File: config.mk
export PLATFORM = sky130hd
export DESIGN_NAME = spi_master_arb
export DESIGN_NICKNAME = d
export VERILOG_FILES = /design/src/rtl/spi_pkg.sv /design/src/rtl/spi_rr_arb.sv /design/src/rtl/spi_master_arb.sv
export SDC_FILE = /design/constraint.sdc
export NUM_CORES = 1
export LEC_CHECK = 0
export CELL_PAD_IN_SITES_DETAIL_PLACEMENT = 1
export CELL_PAD_IN_SITES_GLOBAL_PLACEMENT = 1
export CORE_ASPECT_RATIO = 0.9
export CORE_MARGIN = 2
export CORE_UTILIZATION = 40
export DETAILED_ROUTE_END_ITERATION = 12
export GPL_TIMING_DRIVEN = 0
export PLACE_DENSITY = 0.88
export SYNTH_ARGS = -nofsm -noshare
export SYNTH_HDL_FRONTEND = slang
export SYNTH_HIERARCHICAL = 1
export SYNTH_SLANG_ARGS = --single-unit
File: constraint.sdc
create_clock -name clk -period 1.9 [get_ports clk]
set_input_delay 0.285 -clock clk [delete_from_list [all_inputs] [get_ports clk]]
set_output_delay 0.285 -clock clk [all_outputs]
set_load 0.005 [all_outputs]
File: src/rtl/spi_pkg.sv
// spi_pkg: shared state encoding, default width and clog2 helper for the SPI master.
// Revision 1.0
`default_nettype none

package spi_pkg;

  typedef enum logic [1:0] {
    IDLE  = 2'd0,
    SETUP = 2'd1,
    SHIFT = 2'd2,
    GAP   = 2'd3
  } state_t;

  localparam int DEFAULT_DW = 8;

  function automatic int clog2(input int value);
    int r;
    r = 0;
    while ((1 << r) < value) r++;
    return r;
  endfunction

endpackage

`default_nettype wire

File: src/rtl/spi_rr_arb.sv
// spi_rr_arb: round-robin winner select with registered pointer advanced on grant.
// Revision 1.0
`default_nettype none

module spi_rr_arb
  import spi_pkg::*;
#(
  parameter int NREQ = 2,
  parameter int IDW  = clog2(NREQ)
) (
  input  logic            clk,
  input  logic            rst,
  input  logic [NREQ-1:0] req,
  input  logic            advance,
  output logic            valid,
  output logic [IDW-1:0]  winner
);

  logic [IDW-1:0] ptr;

  // Scan downwards so the lowest offset from the pointer is written last and wins.
  always_comb begin
    int idx;
    idx    = 0;
    valid  = 1'b0;
    winner = '0;
    for (int i = NREQ - 1; i >= 0; i--) begin
      idx = int'(ptr) + i;
      if (idx >= NREQ) idx = idx - NREQ;
      if (req[idx[IDW-1:0]]) begin
        valid  = 1'b1;
        winner = idx[IDW-1:0];
      end
    end
  end

  always_ff @(posedge clk or negedge rst) begin
    if (!rst) begin
      ptr <= '0;
    end else if (advance) begin
      ptr <= (winner == IDW'(NREQ - 1)) ? '0 : winner + IDW'(1);
    end
  end

endmodule

`default_nettype wire

File: src/rtl/spi_master_arb.sv
// spi_master_arb: round-robin shared SPI master, one DW-bit full-duplex exchange per grant.
// Revision 1.0
`default_nettype none

module spi_master_arb
  import spi_pkg::*;
#(
  parameter int NREQ    = 2,
  parameter int DW      = DEFAULT_DW,
  parameter int CLK_DIV = 2,
  localparam int IDW    = clog2(NREQ)
) (
  input  logic               clk,
  input  logic               rst,
  input  logic [NREQ-1:0]    req,
  input  logic [NREQ*DW-1:0] tx_data,
  output logic [NREQ-1:0]    gnt,
  output logic               busy,
  output logic [DW-1:0]      rx_data,
  output logic               done,
  output logic [IDW-1:0]     done_id,
  output logic               ss,
  output logic               sclk,
  output logic               mosi,
  input  logic               miso
);

  localparam int BCW  = clog2(DW) + 1;
  localparam int DIVW = clog2(CLK_DIV) + 1;
  localparam logic [DIVW-1:0] DIV_LAST = DIVW'(CLK_DIV - 1);
  localparam logic [BCW-1:0]  BIT_LAST = BCW'(DW - 1);

  state_t          state;
  logic [DIVW-1:0] div;
  logic [BCW-1:0]  bitcnt;
  logic [DW-1:0]   tx_sh;
  logic [DW-1:0]   rx_sh;
  logic [DW-1:0]   rx_next;
  logic [IDW-1:0]  owner;

  logic            arb_valid;
  logic [IDW-1:0]  arb_winner;
  logic            arb_take;
  logic [DW-1:0]   tx_sel;
  logic [NREQ-1:0] gnt_vec;
  logic            div_wrap;
  logic [DIVW-1:0] div_step;

  assign arb_take = (state == IDLE) && arb_valid;
  assign div_wrap = (div == DIV_LAST);
  assign div_step = div_wrap ? '0 : div + DIVW'(1);

  spi_rr_arb #(
    .NREQ (NREQ),
    .IDW  (IDW)
  ) u_arb (
    .clk     (clk),
    .rst     (rst),
    .req     (req),
    .advance (arb_take),
    .valid   (arb_valid),
    .winner  (arb_winner)
  );

  always_comb begin
    tx_sel  = '0;
    gnt_vec = '0;
    for (int i = 0; i < NREQ; i++) begin
      if (arb_winner == IDW'(i)) begin
        tx_sel     = tx_data[i*DW +: DW];
        gnt_vec[i] = 1'b1;
      end
    end
  end

  // miso is captured in the first clk cycle of each sclk high phase.
  always_comb begin
    rx_next = rx_sh;
    if (state == SHIFT && sclk && div == '0) rx_next = {rx_sh[DW-2:0], miso};
  end

  always_ff @(posedge clk or negedge rst) begin
    if (!rst) begin
      state   <= IDLE;
      gnt     <= '0;
      busy    <= 1'b0;
      done    <= 1'b0;
      rx_data <= '0;
      done_id <= '0;
      ss      <= 1'b0;
      sclk    <= 1'b0;
      mosi    <= 1'b0;
      div     <= '0;
      bitcnt  <= '0;
      tx_sh   <= '0;
      rx_sh   <= '0;
      owner   <= '0;
    end else begin
      gnt  <= '0;
      done <= 1'b0;
      case (state)
        IDLE: begin
          if (arb_valid) begin
            gnt    <= gnt_vec;
            tx_sh  <= tx_sel;
            mosi   <= tx_sel[DW-1];
            ss     <= 1'b1;
            busy   <= 1'b1;
            owner  <= arb_winner;
            div    <= '0;
            bitcnt <= '0;
            rx_sh  <= '0;
            state  <= SETUP;
          end
        end
        SETUP: begin
          div <= div_step;
          if (div_wrap) begin
            sclk  <= 1'b1;
            state <= SHIFT;
          end
        end
        SHIFT: begin
          div   <= div_step;
          rx_sh <= rx_next;
          if (div_wrap) begin
            if (!sclk) begin
              sclk <= 1'b1;
            end else if (bitcnt == BIT_LAST) begin
              sclk    <= 1'b0;
              ss      <= 1'b0;
              mosi    <= 1'b0;
              done    <= 1'b1;
              rx_data <= rx_next;
              done_id <= owner;
              state   <= GAP;
            end else begin
              sclk   <= 1'b0;
              bitcnt <= bitcnt + BCW'(1);
              tx_sh  <= {tx_sh[DW-2:0], 1'b0};
              mosi   <= tx_sh[DW-2];
            end
          end
        end
        GAP: begin
          div <= div_step;
          if (div_wrap) begin
            busy  <= 1'b0;
            state <= IDLE;
          end
        end
        default: state <= IDLE;
      endcase
    end
  end

endmodule

`default_nettype wire

### Word-level counts from Yosys, hierarchy flattened

Index checks and enable logic that the tools add are counted.
W data, S select, Z words.

| operators by class | value |
|---|---|
| add/sub/neg operators | 6 |
| order comparisons | 4 |
| equal/unequal tests | 12 |
| muxes and demuxes | 59 |
| reduce and logical (&&, ||, !) cells | 18 |

Operators by type and width:

| kind | number |
|---|---|
| $mux W1 | 29 |
| $mux W7 | 4 |
| $mux W8 | 3 |
| $mux W2 | 10 |
| $mux W4 | 4 |
| $pmux W8 S2 | 1 |
| $pmux W7 S2 | 1 |
| $ne A2 B2 Y1 const B | 6 |
| $reduce_and A5 Y1 | 2 |
| $pmux W1 S2 | 4 |
| $pmux W2 S4 | 1 |
| $pmux W4 S2 | 1 |
| $reduce_and A4 Y1 | 2 |
| $reduce_and A3 Y1 | 2 |
| $reduce_and A6 Y1 | 1 |
| $reduce_bool A2 Y1 | 3 |
| $add A4 B1 Y4 const B | 1 |
| $eq A2 B1 Y1 const B | 2 |
| $eq A2 B2 Y1 const B | 2 |
| $eq A4 B3 Y1 const B | 1 |
| $logic_not A2 Y1 | 2 |
| $lt A1 B2 Y1 const B | 2 |
| $pmux W2 S2 | 1 |
| $reduce_and A2 Y1 | 2 |
| 9 further kinds | 12 |

| storage, ports and cells | value |
|---|---|
| bits in registers | 41 |
| input bits | 21 |
| output and inout bits | 16 |
| logic and storage cells | 114 |

### Logic depth before layout (Yosys ltp)

| depth | value |
|---|---|
| word-level depth | 10 |
| mapped depth | 8 |
| mapped depth without buffers | 6 |

### Cells and area by module

The synthesis kept the hierarchy.

Modules (own cells, without submodules):

| module | times used | cells each | area each (um^2) | sequential area each (um^2) |
|---|---|---|---|---|
| spi_master_arb | 1 | 168 | 1896.8 | 1001.0 |
| spi_rr_arb | 1 | 6 | 62.6 | 25.0 |

### Worst setup path after synthesis

Ideal clock, no wire load.

| timing path | value |
|---|---|
| kind | register -> register |
| start | register state[0] |
| end | register state[1] |
| setup time | 0.125 ns |
| arrival | 1.615 ns |
| data required time | 1.775 ns |
| path slack | 0.160 ns |
| cell stages (with the launch flop) | 8 |
| buffers on the path | 1 |
| clock period less this slack | 1.740 ns |
| cells stage by stage | dfrtp_1 > inv_1 > ha_1 > clkbuf_2 > inv_1 > nor2_1 > nor4b_2 > mux2_2 |

| between the ends | value |
|---|---|
| cells in the longest elaborated chain, start to end | 3 |
| elaborated cells on any way between the ends | 12 |
| those cells by class | eq/ne (9); mux (1); reduce/logical (2) |

RTL lines:

| element | line | source |
|---|---|---|
| from (decl) | spi_master_arb.sv:33 | `state_t state;` |
| from (signal assigned) | spi_master_arb.sv:84 | `state <= IDLE;` |
| from (signal assigned) | spi_master_arb.sv:113 | `state <= SETUP;` |
| from (signal assigned) | spi_master_arb.sv:120 | `state <= SHIFT;` |
| $eq A2 B1 Y1 (tied with other cells) | spi_master_arb.sv:101 | `case (state)` |
| $ne A2 B2 Y1 (no source line) / $ne A2 B1 Y1 (equally long branches) | n/a |  |
| $reduce_and A6 Y1 (no source line) | n/a |  |

Parallel ways exist; a longest one is shown, timed or not.
A chain may end at the register's enable or synchronous reset.

### Final worst setup path

| timing path | value |
|---|---|
| start | register state[1] |
| end | register bitcnt[3] |

| between the ends | value |
|---|---|
| cells in the longest elaborated chain, start to end | 3 |
| elaborated cells on any way between the ends | 9 |
| those cells by class | eq/ne (5); mux (1); reduce/logical (3) |

RTL lines:

| element | line | source |
|---|---|---|
| $eq A2 B2 Y1 / $logic_not A2 Y1 (equally long branches) | spi_master_arb.sv:101 |  |
| $ne A2 B2 Y1 (no source line) / $reduce_bool A2 Y1 (equally long branches) | n/a |  |
| $reduce_and A5 Y1 (no source line) | n/a |  |
| to (signal assigned) | spi_master_arb.sv:139 | `bitcnt <= bitcnt + BCW'(1);` |
| to (decl) | spi_master_arb.sv:35 | `logic [BCW-1:0] bitcnt;` |

Parallel ways exist; a longest one is shown, timed or not.

==> summary.md <==
| Metric | Value |
|---|---|
| Status | `finished clean` |
| Pre-CTS setup slack | `-0.190 ns` |
| CTS Buffer Depth | `2` |
| Final worst slack | `0.0943 ns` |
| RSZ-0062 raised after global routing | `no` |
| Clock root buffer master | `clkbuf_8` |
| Power Dens Cells | `1390 nW/um^2` |
| CP Data Arrival Time | `2.04 ns` |
| Minimum hold slack | `0.115 ns` |
| CTS tree | `yes` |
| Final Max Tran Viols | `0` |
| Share of cells above drive strength 1 | `21.8%` |
| Starting Density | `41.0%` |
| Die area | `5470 sq um` |
| Vias in the first global route | `1492` |
| Placed cells | `275` |
| I/O Pins | `37` |
| Finished Cell Area | `2580 sq um` |
| HPWL after detailed placement | `3.19 mm` |
| Top_reg_cell synth | `dfrtp_1` |
| Nets | `247` |
| VDD IR max | `0.559 mV` |
| Synth top cells by count | `dfrtp_1 (41), nor2_1 (18), nand2_1 (14)` |
| Post-synth top area cell | `dfrtp_1` |
| Final Hold Fails | `0` |
| Slew HR | `39.0%` |
| Adder-Cell Fraction of Synth Area | `4.47%` |
| Rows | `24` |
| Clk_lat worst skew | `0.30 ns` |
| Drc violations | `0` |
| Gr usage total | `17.2%` |
| Total core area | `4770 sq um` |
| Number of synthesized flops with an enable pin | `0` |
| Synth Net Count | `202` |
| Share of the yosys chip area belonging to registers | `52.4%` |
| Synth area leaders | `dfrtp_1 (52%), mux2_2 (6.3%), mux2i_1 (4.6%)` |
| TritonRoute pass-1 iters | `4` |
| Post-layout util | `54.1%` |
| Simple-gate share of the synthesized area | `13.3%` |
| Slowest-stage cell, CP | `or4b_1` |
| Multi-input gate area | `922 sq um` |
| GPL Wtd Cong | `0.750` |
| Chip width | `77.8 um` |
| Clk_skew | `0.00547 ns` |
| Power, Total | `3.61 mW` |
| Placed inst area | `2400 sq um` |
| Hold WC Path Type | `input pin to async pin` |
| P_leak | `1.17 nW` |
| #FFs+latches synth | `41` |
| Async S/R FF share, synth | `100%` |
| Worst slew pin tran | `0.915 ns` |
| Data required, critical path | `2.14 ns` |
| Routed WL per cell | `15.5 um` |
| Critical Path, Cell by Cell | `inv_2 -> ha_1 -> buf_4 -> mux2_4 -> o211ai_4 -> or4b_1 -> nand3_1` |
| Post-synthesis cell type count | `40` |
| FF-to-FF path depth | `7` |
| Die H | `70.4 um` |
| CP max stage delay | `0.48 ns` |
| Max Cap Viol | `0` |
| Crit-path max FO | `7` |
| Period minus WS final | `1.81 ns` |
| Num CTS Buffers | `5` |
| CP Capture Type | `flop` |
| WS Path Type | `flop to flop` |
| Clk sinks | `41` |
| Via-per-instance ratio | `5.26` |
| Fmax | `0.554 GHz` |
| Number of antenna violations at the first check in global routing | `0` |
| Mapped cell area | `1960 sq um` |
| DR vias | `1498` |
| Layout area overhead | `31.9%` |
| CTS H-tree lvls | `2` |
| Yosys top cell area share | `52.4%` |
| Fill cells | `511` |
| Startpoint types | `flop` |
| Global-route wire length before repair | `7.25 mm` |
| Clock-pin slew of the registers on the worst-case setup and hold paths | `0.08 ns` |
| Antenna viol nets, final | `0` |
| Complex-gate fraction of the synthesized area | `14.9%` |
| Mux share of post-synthesis cell area | `12.4%` |
| Post-Synth XOR/XNOR Area | `0%` |
| Endpoints failing setup | `0` |
| Register area | `1030 sq um` |
| Count leader, synth | `dfrtp_1` |
| Synth Warn # | `6` |
| DRT iter0 DRCs | `57` |
| Largest family of logic cells by synthesized area | `compound AO/OA/AOI/OAI gates` |
| # port buffers | `36` |
| Routed wire length | `4.42 mm` |
| Post-synthesis cell count | `174` |
| Antenna cells | `0` |
| Post-Layout Cell Count | `285` |
| Grt total ovfl | `0` |
| Setup_tns | `0 ns` |
| Crit share post-route | `95.0%` |
| Largest net degree at the start of global routing | `42` |
| Avg Inst Size Synth | `11.3 sq um` |
## what timing repair did
action,4_1_cts,5_1_grt
setup endpoints to repair,15,26
endpoints found under the hold margin,0,0
pin swaps,1,1
setup buffers,1,1
hold buffers,0,0
gates resized for setup,5,16
cloned,0,0
## metal layers
layer  share of wire [%]  wire length [um]  track usage, %  vias to the layer above
li1                    -                 -               -                      711
met1                  43              1910            21.6                      744
met2                  51              2240            28.6                       37
met3                 4.7               209            4.65                        6
met4                 1.3                59            5.36                        0
met5                   0                 0               0                        -
## path summary, 6_finish.rpt
check | start | slack [ns] | to
max | state[1] | 0.09 | bitcnt[3]
min | rst | 0.12 | busy
max reg2reg | state[1] | 0.09 | bitcnt[3]
min reg2reg | tx_sh[3] | 0.49 | tx_sh[3]
max in group asynchronous | rst | 1.16 | state[1]
min in group clk | tx_sh[3] | 0.49 | tx_sh[3]
## power by group
group          switching [mW]  internal (mW)  total (mW)
Sequential              0.161           1.09        1.26
Clock                   0.316          0.427       0.743
Combinational           0.882          0.725        1.61
## logic make-up after synthesis
| logic type | after synthesis |
|---|---|
| buf+inv | 11 |
| compound gates | 43 |
| flops | 41 |
| fa+ha+maj | 7 |
| mux | 22 |
| simple gates | 50 |
## area by class of cell
class,instances,share of cell area (%)
flip-flops and latches,41,39.7
multi-input cells,122,35.7
repair buffers,38,14.3
clock buffers,6,3.19
well taps,65,3.15
plain buffers,7,1.79
clock inverters,2,1.45
inverters,4,0.678
## placed cells by master (no fill, tap or decap), types with 2 or more instances in the layout
master,synthesis,layout
a21oi_1,12,11
a22o_1,8,8
buf_2,4,4
buf_4,1,4
clkbuf_8,0,6
clkdlybuf4s50_1,0,35
dfrtp_1,41,40
ha_1,7,6
inv_2,0,2
mux2_2,11,11
mux2i_1,9,9
nand2_1,14,14
nand3_1,4,4
nor2_1,18,17
o21ai_0,12,12
o31ai_1,2,2
## state kept, by name, summed over array words and instances, names as in the netlist
register	flops
rx_data	8
rx_sh	8
tx_sh	7
bitcnt	4
div	2
gnt	2
state	2
busy	1
done	1
done_id	1
mosi	1
owner	1
sclk	1
ss	1
u_arb/ptr	1
## worst max-delay path: cells and delay by family, from the launching register on
family / cells / cell delay, ns
muxes: 1 / 0.22
and+or+nand+nor: 2 / 0.58
adders and majority gates: 1 / 0.18
buffers and inverters: 2 / 0.23
DFF: 1 / 0.42
AOI/OAI and AO/OA: 1 / 0.11
Note: power is estimated with default switching activity, not from simulation.
